[src/rtl/pipe_hazard_ctrl.sv]
// Stall/flush sequencer for the 5-stage core: load-use, branch flush, MEM wait with timeout, debug halt.
// Pipeline controls are Mealy outputs of the registered state and the current hazard inputs.
module pipe_hazard_ctrl #(
    parameter int MEM_TIMEOUT = 16,
    parameter int CNT_WIDTH   = 16
) (
    input  logic                 clk,
    input  logic                 rst_n,
    input  logic [4:0]           q2_rs1,
    input  logic [4:0]           q2_rs2,
    input  logic                 q2_uses_rs1,
    input  logic                 q2_uses_rs2,
    input  logic [4:0]           q3_rd,
    input  logic                 q3_mem_read,
    input  logic                 q3_branch_taken,
    input  logic                 q4_mem_req,
    input  logic                 q4_mem_ack,
    input  logic                 halt_req,
    output logic                 pc_en,
    output logic                 q1q2_en,
    output logic                 q1q2_flush,
    output logic                 q2q3_en,
    output logic                 q2q3_flush,
    output logic                 q3q4_en,
    output logic                 q4q5_en,
    output logic                 q4q5_bubble,
    output logic                 halted,
    output logic                 mem_timeout,
    output logic [CNT_WIDTH-1:0] stall_cycles
);

    localparam int WW = $clog2(MEM_TIMEOUT);
    localparam logic [WW-1:0] WAIT_LAST = WW'(MEM_TIMEOUT - 1);

    typedef enum logic [1:0] {
        RUN      = 2'd0,
        MEM_WAIT = 2'd1,
        DRAIN    = 2'd2,
        HALTED   = 2'd3
    } state_t;

    state_t        state;
    logic [WW-1:0] wait_cnt;
    logic [1:0]    drain_cnt;
    logic          ret_drain;
    logic          halt_pend;

    logic mem_stall;
    logic load_use;
    logic halt_want;
    logic wait_last;
    logic enter_drain;
    logic stall_inc;

    assign mem_stall = q4_mem_req & ~q4_mem_ack;
    assign load_use  = q3_mem_read && (q3_rd != 5'd0) &&
                       ((q2_uses_rs1 && (q2_rs1 == q3_rd)) ||
                        (q2_uses_rs2 && (q2_rs2 == q3_rd)));
    // A halt request seen while another event had priority is remembered
    // so a short debug pulse is not lost behind a long MEM wait.
    assign halt_want   = halt_req | halt_pend;
    assign wait_last   = (wait_cnt == WAIT_LAST);
    assign enter_drain = (state == RUN) && !mem_stall && !q3_branch_taken &&
                         !load_use && halt_want;

    always_comb begin
        pc_en       = 1'b1;
        q1q2_en     = 1'b1;
        q1q2_flush  = 1'b0;
        q2q3_en     = 1'b1;
        q2q3_flush  = 1'b0;
        q3q4_en     = 1'b1;
        q4q5_en     = 1'b1;
        q4q5_bubble = 1'b0;
        halted      = 1'b0;
        stall_inc   = 1'b0;
        case (state)
            RUN: begin
                if (mem_stall) begin
                    pc_en       = 1'b0;
                    q1q2_en     = 1'b0;
                    q2q3_en     = 1'b0;
                    q3q4_en     = 1'b0;
                    q4q5_bubble = 1'b1;
                    stall_inc   = 1'b1;
                end else if (q3_branch_taken) begin
                    q1q2_flush = 1'b1;
                    q2q3_flush = 1'b1;
                end else if (load_use) begin
                    pc_en      = 1'b0;
                    q1q2_en    = 1'b0;
                    q2q3_flush = 1'b1;
                    stall_inc  = 1'b1;
                end else if (halt_want) begin
                    pc_en      = 1'b0;
                    q1q2_en    = 1'b0;
                    q2q3_flush = 1'b1;
                end
            end
            MEM_WAIT: begin
                if (q4_mem_ack || wait_last) begin
                    // Release (or abandon); while draining, keep fetch frozen.
                    if (ret_drain) begin
                        pc_en      = 1'b0;
                        q1q2_en    = 1'b0;
                        q2q3_flush = 1'b1;
                    end
                    q4q5_bubble = ~q4_mem_ack;
                end else begin
                    pc_en       = 1'b0;
                    q1q2_en     = 1'b0;
                    q2q3_en     = 1'b0;
                    q3q4_en     = 1'b0;
                    q4q5_bubble = 1'b1;
                    stall_inc   = 1'b1;
                end
            end
            DRAIN: begin
                if (mem_stall) begin
                    pc_en       = 1'b0;
                    q1q2_en     = 1'b0;
                    q2q3_en     = 1'b0;
                    q3q4_en     = 1'b0;
                    q4q5_bubble = 1'b1;
                    stall_inc   = 1'b1;
                end else begin
                    pc_en      = 1'b0;
                    q1q2_en    = 1'b0;
                    q2q3_flush = 1'b1;
                end
            end
            HALTED: begin
                pc_en   = 1'b0;
                q1q2_en = 1'b0;
                q2q3_en = 1'b0;
                q3q4_en = 1'b0;
                q4q5_en = 1'b0;
                halted  = 1'b1;
            end
            default: ;
        endcase
    end

    always_ff @(posedge clk or negedge rst_n) begin
        if (!rst_n) begin
            state        <= RUN;
            wait_cnt     <= '0;
            drain_cnt    <= 2'd0;
            ret_drain    <= 1'b0;
            halt_pend    <= 1'b0;
            mem_timeout  <= 1'b0;
            stall_cycles <= '0;
        end else begin
            case (state)
                RUN: begin
                    halt_pend <= halt_want & ~enter_drain;
                    if (mem_stall) begin
                        state     <= MEM_WAIT;
                        wait_cnt  <= WW'(1);
                        ret_drain <= 1'b0;
                    end else if (enter_drain) begin
                        // The entry cycle is drain cycle 0.
                        state     <= DRAIN;
                        drain_cnt <= 2'd1;
                    end
                end
                MEM_WAIT: begin
                    halt_pend <= ret_drain ? 1'b0 : (halt_pend | halt_req);
                    if (q4_mem_ack || wait_last) begin
                        state    <= ret_drain ? DRAIN : RUN;
                        wait_cnt <= '0;
                        if (!q4_mem_ack) begin
                            mem_timeout <= 1'b1;
                        end
                    end else begin
                        wait_cnt <= wait_cnt + WW'(1);
                    end
                end
                DRAIN: begin
                    halt_pend <= 1'b0;
                    if (mem_stall) begin
                        state     <= MEM_WAIT;
                        wait_cnt  <= WW'(1);
                        ret_drain <= 1'b1;
                    end else if (drain_cnt == 2'd2) begin
                        state     <= HALTED;
                        drain_cnt <= 2'd0;
                    end else begin
                        drain_cnt <= drain_cnt + 2'd1;
                    end
                end
                HALTED: begin
                    halt_pend <= 1'b0;
                    ret_drain <= 1'b0;
                    if (!halt_req) begin
                        state <= RUN;
                    end
                end
                default: state <= RUN;
            endcase
            if (stall_inc && (stall_cycles != {CNT_WIDTH{1'b1}})) begin
                stall_cycles <= stall_cycles + CNT_WIDTH'(1);
            end
        end
    end

endmodule

[config.mk]
export PLATFORM = sky130hd
export DESIGN_NAME = pipe_hazard_ctrl
export DESIGN_NICKNAME = d
export VERILOG_FILES = /design/src/rtl/pipe_hazard_ctrl.sv
export SDC_FILE = /design/constraint.sdc
export NUM_CORES = 1
export LEC_CHECK = 0
export ABC_AREA = 1
export CAP_MARGIN = 25
export CORE_UTILIZATION = 31
export CTS_CLUSTER_DIAMETER = 100
export DETAILED_ROUTE_END_ITERATION = 12
export HOLD_SLACK_MARGIN = 0.12
export PLACE_DENSITY_LB_ADDON = 0.12
export SYNTH_ARGS = -nofsm -noshare
export SYNTH_HDL_FRONTEND = slang
export SYNTH_SLANG_ARGS = --single-unit
export TNS_END_PERCENT = 5
[constraint.sdc]
create_clock -name clk -period 2.7 [get_ports clk]
set_input_delay 0.54 -clock clk [delete_from_list [all_inputs] [get_ports clk]]
set_output_delay 0.54 -clock clk [all_outputs]
set_load 0.03 [all_outputs]
==> impl_results.rst, run 1 <==
.. list-table::
   :header-rows: 1

   * - Metric
     - Value
   * - CP top delay family
     - buffers and inverters
   * - Clock tree root buffer cell
     - clkbuf_8
   * - Fin. Hold Viols
     - 0
   * - Net Switching
     - roughly 800 uW
   * - Total negative slack
     - 0 ns
   * - Number of core rows
     - 27
   * - Outcome
     - finished, final reports clean
   * - Post-layout nets
     - approximately 360
   * - Clock tree from TritonCTS
     - built
   * - P per Cell Area
     - slightly above 700 mW/mm2
   * - Worst Path Class, Setup
     - input port to output pin
   * - Synthesis-to-finish area growth
     - 31.94%
   * - Max Cap Violations
     - 0
   * - Area used by sequential logic in the layout
     - ~680 um2
   * - Capture point of the worst reg-to-reg path
     - stall_cycles[15]$_DFFE_PN0P_
   * - Slew at the pin closest to its max-slew limit
     - ~0.38 ns
   * - Worst IR drop on VDD
     - 0.2789 mV
   * - Port Buffer Count
     - a little under 50
   * - Total wirelength of the detailed-routed design
     - around 4200 um
   * - Relative contribution of sequential cells to total power
     - 0.338
   * - Layout cell share with drive strength beyond 1
     - 0.09726
   * - Share of the clock period used by the worst path after layout
     - 0.9717
   * - Starting utilization of the core area
     - 0.3298
   * - Wire length per cell
     - between 10 and 15 um
   * - Synthesis warning total
     - 0
   * - Net count after synthesis
     - 304
   * - Vias post-DR
     - about 1800
   * - Highest attainable clock frequency
     - about 0.38 GHz
   * - Die Span Y
     - about 80 um
   * - Largest net degree at the start of global routing
     - 28
   * - Unrepaired setup endpoints after global routing
     - no
   * - Comb pwr share
     - 0.530
   * - Hold path startpoint
     - mem_timeout$_DFFE_PN0P_
   * - Overall global routing resource usage
     - 0.1397
   * - Clock Skew
     - ~0.0073 ns
   * - Std-Cell Core Area
     - 0.005642 mm2
   * - Most frequent cell on the critical path
     - nand2_1
   * - I/O pin total
     - 50
   * - DRC viols
     - 0
   * - CTS H-Tree Depth
     - 1
   * - Worst setup EP type
     - output pin
   * - Filler cell count
     - between 500 and 600
   * - Crit start category
     - input port
   * - Wire length of the first global-routing pass
     - 7107 um
   * - Min-Delay Path Depth
     - 2
   * - DP HPWL
     - 3246 um
   * - Number of global-route vias before repair
     - roughly 1600
   * - Die ar.
     - approximately 0.0063 mm2
   * - Post-Route Utilization
     - 0.4351
   * - Synth Instances
     - ~280
   * - Buf+Inv Stages, Crit Path
     - 3
   * - Unique masters post-synth
     - 32
   * - Number of buffers added to fix hold violations after cts
     - 0
   * - Standard cell with the maximum stage delay on the critical path
     - clkdlybuf4s50_1
   * - Die X-Extent
     - approximately 79 um
   * - Ratio of routed vias to standard cells
     - approximately 4.5
   * - Combined area of all synthesized cells
     - about 0.0019 mm2
   * - Final setup violation count
     - 0
   * - Clk network pwr share
     - 0.131
   * - Worst min-delay path category
     - flip-flop to flip-flop
   * - Internal Dissipation
     - 957.1 uW
   * - Sequential fraction of the synthesis area
     - 0.3631
   * - Antenna diodes
     - 0
   * - Number of synthesized register bits
     - 27
   * - Crit path max fanout
     - 4
   * - Slew Limit Headroom
     - 0.7453
   * - Insertion delay to the later sink of the worst-skew pair
     - 0.27 ns
   * - Static Leak
     - approximately 1.2 nW
   * - Register-to-register path setup slack
     - just over 0.8 ns
   * - Initial antenna violation count
     - 0
   * - Clock-pin slew on the worst setup and hold paths
     - 0.09 ns
   * - Count of final max-slew check failures
     - 0
   * - Average cell area after synthesis
     - 6.693 um2
   * - Min-Delay Endpoint
     - mem_timeout$_DFFE_PN0P_
   * - Clock sink count
     - 27
   * - Routability-driven placement congestion ratio
     - 0.8273
   * - Sum of overflow across all layers after global routing
     - 0
   * - TritonCTS Buffers
     - 3
   * - R2R cell count
     - 11
   * - Number of DRC violations after detailed-routing iteration 0
     - between 40 and 50
   * - Combined area of the multi-input logic cells
     - slightly below 0.001 mm2
   * - CP arrival
     - between 2 and 2.5 ns
   * - 1st-pass router iterations
     - 4
   * - Cells traversed along the worst timing path
     - clkdlybuf4s50_1 -> inv_2 -> nand2_1 -> nand2_1 -> nand2_1 -> clkdlybuf4s50_1
   * - Maximum buffer depth of the clock tree
     - 2
   * - Startpoint of the worst register-to-register path
     - stall_cycles[0]$_DFFE_PN0P_
   * - ANT nets after route
     - 0
   * - Period minus WS final
     - around 2.6 ns
   * - CP max stage delay
     - between 0.6 and 0.7 ns
   * - Required time worst endpoint
     - 2.16 ns
   * - Net Sw Frac
     - 0.4562
## worst min-delay path, cell delays in order (launching register included)
cell     delay [ns]
dfrtp_1        0.35
inv_1          0.04
o31ai_1        0.05
## timing repair
| item | in CTS | in global routing |
|---|---|---|
| buffers inserted | 0 | 1 |
| resized for setup | 0 | 3 |
| endpoints found under the setup margin | 0 | 2 |
## flip-flops by register name, indices dropped and copies added (netlist names)
register	cells
mem_timeout	1
drain_cnt	2
stall_cycles	16
ret_drain	1
wait_cnt	4
state	2
halt_pend	1
## worst max-delay path by stage
stage                    to  cells past startpoint       start
finish              q3q4_en                      6  q4_mem_ack
global route        q3q4_en                      6  q4_mem_ack
CTS                   pc_en                     10  q4_mem_ack
detailed placement    pc_en                     10  q4_mem_ack
global placement    q2q3_en                      6  q4_mem_ack
floorplan           q1q2_en                      9  q4_mem_ack
## cells in the mapped netlist
master,number,share of area
nand2_2,2,0.0067
a21oi_1,6,0.016
nand4_1,3,0.010
inv_2,7,0.014
inv_1,35,0.071
o221ai_1,1,0.0047
nand3_2,1,0.0054
o31ai_1,1,0.0040
dfrtp_1,27,0.36
a21oi_2,1,0.0047
and3_1,1,0.0034
nor3_1,5,0.013
nor2_1,29,0.059
nand2_1,99,0.20
o21ai_1,1,0.0027
nand3_1,27,0.073
nand3b_1,1,0.0040
nor2_2,3,0.010
buf_6,3,0.018
o211ai_1,2,0.0081
nor3_2,1,0.0054
xor2_1,6,0.028
nand3b_2,1,0.0061
nor2_4,1,0.0061
o21a_1,2,0.0081
ha_1,2,0.013
a32o_1,1,0.0054
nand2_4,2,0.012
buf_4,2,0.0081
a22oi_1,1,0.0040
o21ai_0,3,0.0081
xnor2_1,1,0.0047
## cell usage in the layout, fill, tap and decap left out
cell,instances
xnor2_1,1
inv_1,35
o21a_1,2
xor2_1,6
o211ai_1,2
nand3_2,1
buf_4,8
nor2_4,1
nor2_2,5
clkbuf_8,3
nand2_2,2
o21ai_1,1
o31ai_1,1
dfrtp_1,27
clkdlybuf4s50_1,43
o221ai_1,1
nor2_1,27
nand3b_1,1
o21ai_0,3
nor3_1,5
nand3b_2,1
nand4_1,3
nand2_4,2
dlymetal6s2s_1,1
nand3_1,27
a22oi_1,1
a32o_1,1
a21oi_2,1
nor3_2,1
clkbuf_1,1
and3_1,1
inv_2,7
ha_1,2
a21oi_1,6
nand2_1,99
## cells by family after synthesis
kind of cell             Yosys count  synth area share
XOR/XNOR                           7           0.03295
AND/OR/NAND/NOR                  176            0.4136
adder cells (fa/ha/maj)            2           0.01345
flip-flops                        27            0.3631
AO/OA/AOI/OAI                     19           0.06590
buffers and inverters             47            0.1110
## stage by stage
stage	power, mW	cells	hold WS [ns]	cell area [um2]	setup WS [ns]
2_1_floorplan	1.255	278	0.2444	1861	0.09769
3_3_place_gp	1.526	396	0.4618	2395	0.1099
3_5_place_dp	1.531	396	0.4640	2395	0.08691
4_1_cts	1.769	400	0.4857	2440	0.07028
5_1_grt	1.907	401	0.4995	2455	0.003632
6_report	1.760	401	0.4752	2455	0.07629
## power groups by stage
stage | Clock, mW | Sequential (mW) | Combinational (mW)
floorplan | 0 | 0.641 | 0.614
global placement | 0 | 0.601 | 0.925
detailed placement | 0 | 0.600 | 0.931
CTS | 0.243 | 0.593 | 0.933
global route | 0.253 | 0.610 | 1.04
finish | 0.231 | 0.596 | 0.934
## routing by layer
metal | GRT usage | part of all wire | vias up | wire [um]
met5 | 0 | 0 | - | 0
li1 | - | - | 973 | -
met3 | 0.02743 | 0.038 | 4 | 160
met2 | 0.2256 | 0.46 | 36 | 1931
met1 | 0.1897 | 0.49 | 804 | 2076
met4 | 0.03455 | 0.010 | 0 | 44
## layout make-up
class	instances	area share
Clock buffer	4	0.01835
Inverter	42	0.06422
Multi-Input combinational cell	204	0.4006
Sequential cell	27	0.2752
Tap cell	72	0.03670
Timing Repair Buffer	52	0.2049
No activity file was read; power rests on OpenSTA's default activity.
==> inputs of run 2 (changes only) <==
--- a/config.mk
+++ b/config.mk
@@ -10,6 +10,7 @@
 export CORE_UTILIZATION = 31
 export CTS_CLUSTER_DIAMETER = 100
 export DETAILED_ROUTE_END_ITERATION = 12
+export GPL_ROUTABILITY_DRIVEN = 0
 export HOLD_SLACK_MARGIN = 0.12
 export PLACE_DENSITY_LB_ADDON = 0.12
 export SYNTH_ARGS = -nofsm -noshare
==> results of run 2 <==
No change in the layout: final DEF, timing and power equal those of run 1.
==> inputs of run 3 (changes only) <==
--- a/config.mk
+++ b/config.mk
@@ -13,6 +13,7 @@
 export GPL_ROUTABILITY_DRIVEN = 0
 export HOLD_SLACK_MARGIN = 0.12
 export PLACE_DENSITY_LB_ADDON = 0.12
+export REMOVE_ABC_BUFFERS = 1
 export SYNTH_ARGS = -nofsm -noshare
 export SYNTH_HDL_FRONTEND = slang
 export SYNTH_SLANG_ARGS = --single-unit
==> run 3 against run 2 <==
Against the previous run:
- utilization about the same
- worst setup slack improved by 0.083 ns
- die area unchanged
- critical endpoint is now q1q2_en
- largest cell class unchanged
- highest routed layer unchanged
==> impl_results.rst, run 3 (same netlist as run 1, synthesis figures left out) <==
.. list-table::
   :header-rows: 1

   * - Metric
     - Value
   * - TritonCTS Buffers
     - 3 (unchanged)
   * - Post-layout nets
     - 355 (was 356)
   * - Flip-flop count of the largest register after layout
     - 16 (unchanged)
   * - Starting utilization of the core area
     - 0.3298 (unchanged)
   * - Worst min-delay path category
     - flip-flop to flip-flop (unchanged)
   * - Port Buffer Count
     - 49 (unchanged)
   * - Total negative slack
     - 0 ns (unchanged)
   * - Die Span Y
     - 79.47 um (unchanged)
   * - Largest net degree at the start of global routing
     - 28 (unchanged)
   * - Unrepaired setup endpoints after global routing
     - no (unchanged)
   * - Synthesis-to-finish area growth
     - 31.88% (was 31.94%)
   * - R2R cell count
     - 11 (unchanged)
   * - Vias post-DR
     - 1839 (was 1817)
   * - Register containing the most flip-flops in the final layout
     - stall_cycles (unchanged)
   * - Clk network pwr share
     - 0.140 (was 0.131)
   * - Crit path max fanout
     - 3 (was 4)
   * - Post-CTS Setup Repair Bufs
     - 0 (unchanged)
   * - Number of global-route vias before repair
     - 1692 (was 1621)
   * - Total wirelength of the detailed-routed design
     - 4164 um (was 4213 um)
   * - Most common cell after layout, fill and taps aside
     - nand2_1 (unchanged)
   * - DRC viols
     - 0 (unchanged)
   * - Worst Path Class, Setup
     - input port to output pin (unchanged)
   * - Insertion delay to the later sink of the worst-skew pair
     - 0.28 ns (was 0.27 ns)
   * - Overall global routing resource usage
     - 0.1406 (was 0.1397)
   * - Top library cells by usage in the layout, fill and taps aside
     - nand2_1 (99), clkdlybuf4s50_1 (42), inv_1 (35) (was nand2_1 (99), clkdlybuf4s50_1 (43), inv_1 (35))
   * - ANT nets after route
     - 0 (unchanged)
   * - Internal Dissipation
     - 947.9 uW (was 957.1 uW)
   * - Slew at the pin closest to its max-slew limit
     - 0.3904 ns (was 0.3792 ns)
   * - CP arrival
     - 2.00 ns (was 2.08 ns)
   * - Largest registers
     - stall_cycles: 16 flops, wait_cnt: 4 flops (unchanged)
   * - Clock Skew
     - 0.01057 ns (was 0.007317 ns)
   * - Clock sink count
     - 27 (unchanged)
   * - Std-Cell Core Area
     - 0.005642 mm2 (unchanged)
   * - Antenna diodes
     - 0 (unchanged)
   * - Number of DRC violations after detailed-routing iteration 0
     - 93 (was 48)
   * - Relative contribution of sequential cells to total power
     - 0.339 (was 0.338)
   * - Share of the clock period used by the worst path after layout
     - 0.9410 (was 0.9717)
   * - Highest attainable clock frequency
     - 0.3936 GHz (was 0.3811 GHz)
   * - Period minus WS final
     - 2.541 ns (was 2.624 ns)
   * - Worst IR drop on VDD
     - 0.4420 mV (was 0.2789 mV)
   * - Max Cap Violations
     - 0 (unchanged)
   * - Post-Place Setup Slack
     - 0.08234 ns (was 0.08691 ns)
   * - Final WS setup
     - 0.1592 ns (was 0.07629 ns)
   * - Clock tree from TritonCTS
     - built (unchanged)
   * - CTS H-Tree Depth
     - 1 (unchanged)
   * - DP HPWL
     - 3246 um (about the same)
   * - Worst setup EP type
     - output pin (unchanged)
   * - Final setup violation count
     - 0 (unchanged)
   * - Layout cell share with drive strength beyond 1
     - 0.09756 (was 0.09726)
   * - 1st-pass router iterations
     - 4 (unchanged)
   * - Count of final max-slew check failures
     - 0 (unchanged)
   * - Die X-Extent
     - 79.47 um (unchanged)
   * - Required time worst endpoint
     - 2.16 ns (about the same)
   * - Net Switching
     - 823.5 uW (was 803.0 uW)
   * - Number of core rows
     - 27 (unchanged)
   * - Static Leak
     - 1.244 nW (was 1.241 nW)
   * - Comb pwr share
     - 0.521 (was 0.530)
   * - Initial antenna violation count
     - 0 (unchanged)
   * - Wire length of the first global-routing pass
     - 7189 um (was 7107 um)
   * - Min-Delay Path Depth
     - 2 (unchanged)
   * - Die ar.
     - 0.006315 mm2 (unchanged)
   * - Maximum buffer depth of the clock tree
     - 2 (unchanged)
   * - Crit start category
     - input port (unchanged)
   * - Slew Limit Headroom
     - 0.7377 (was 0.7453)
   * - Wire length per cell
     - 10.41 um (was 10.51 um)
   * - Fin. Hold Viols
     - 0 (unchanged)
   * - Sum of overflow across all layers after global routing
     - 0 (unchanged)
   * - Clock-pin slew on the worst setup and hold paths
     - 0.10 ns (was 0.09 ns)
   * - P per Cell Area
     - 722.0 mW/mm2 (was 717.0 mW/mm2)
   * - Outcome
     - finished, final reports clean (unchanged)
   * - I/O pin total
     - 50 (unchanged)
   * - Ratio of routed vias to standard cells
     - 4.598 (was 4.531)
   * - Clock tree root buffer cell
     - clkbuf_8 (unchanged)
   * - Net Sw Frac
     - 0.4649 (was 0.4562)
==> run 3: path summary, 6_finish.rpt <==
check	startpoint	endpoint	slack, ns
max in group asynchronous	rst_n	halt_pend$_DFF_PN0_	1.81
min in group asynchronous	rst_n	stall_cycles[13]$_DFFE_PN0P_	0.63
worst min register to register	mem_timeout$_DFFE_PN0P_	mem_timeout$_DFFE_PN0P_	0.47
worst min-delay path	mem_timeout$_DFFE_PN0P_	mem_timeout$_DFFE_PN0P_	0.47
worst max-delay path	q3_rd[3]	q1q2_en	0.16
worst max register to register	stall_cycles[0]$_DFFE_PN0P_	stall_cycles[15]$_DFFE_PN0P_	0.82
==> run 3: worst max-delay path, cell delays in order <==
cell and delay, ns:
clkdlybuf4s50_1 0.52, inv_2 0.06, nand2_1 0.05, nand2_1 0.04, nor2_1 0.11, nand3_1 0.08, nand2_1 0.10, nand2_1 0.09
nand2_1 0.09, o221ai_1 0.12, buf_4 0.19
==> run 3: routing by layer <==
metal  part of all wire  GRT usage  up-vias  wire (um)
met5                  0          0        -          0
met4             0.0084    0.02727        0         35
met3              0.037    0.02400        4        153
met2               0.46     0.2419       36       1935
met1               0.49     0.1839      833       2039
li1                   -          -      966          -
==> run 3: cell type report <==
cell class / instances / area [um2]
fillers: 576 / 3188
multi-input cells: 204 / 983.4
flip-flops and latches: 27 / 675.6
repair buffers: 51 / 498.0
inverters: 42 / 157.7
well taps: 72 / 90.09
clock buffers: 3 / 41.29
clock inverters: 1 / 7.507
==> run 3: per-stage QoR <==
step | area [um2] | hold slack (ns) | instances | util | power [mW]
3_3_place_gp | 2395 | 0.4539 | 396 | 0.4245 | 1.529
4_1_cts | 2444 | 0.4792 | 400 | 0.4331 | 1.792
6_report | 2454 | 0.4698 | 400 | 0.4349 | 1.771
3_5_place_dp | 2395 | 0.4548 | 396 | 0.4245 | 1.534
5_1_grt | 2454 | 0.5294 | 400 | 0.4349 | 1.908
2_1_floorplan | 1812 | 0.2444 | 273 | - | 1.203
==> run 3: repair_timing <==
action                     CTS  global route
hold endpoints to repair     0             0
hold buffers                 0             0
resized for setup            0             4
setup endpoints to repair    0             3
==> run 3: power groups by stage <==
stage	logic (mW)	clock network [mW]	registers (mW)
floorplan	0.562	0	0.641
global placement	0.924	0	0.605
detailed placement	0.928	0	0.606
CTS	0.933	0.260	0.599
global route	1.02	0.271	0.619
finish	0.923	0.248	0.600
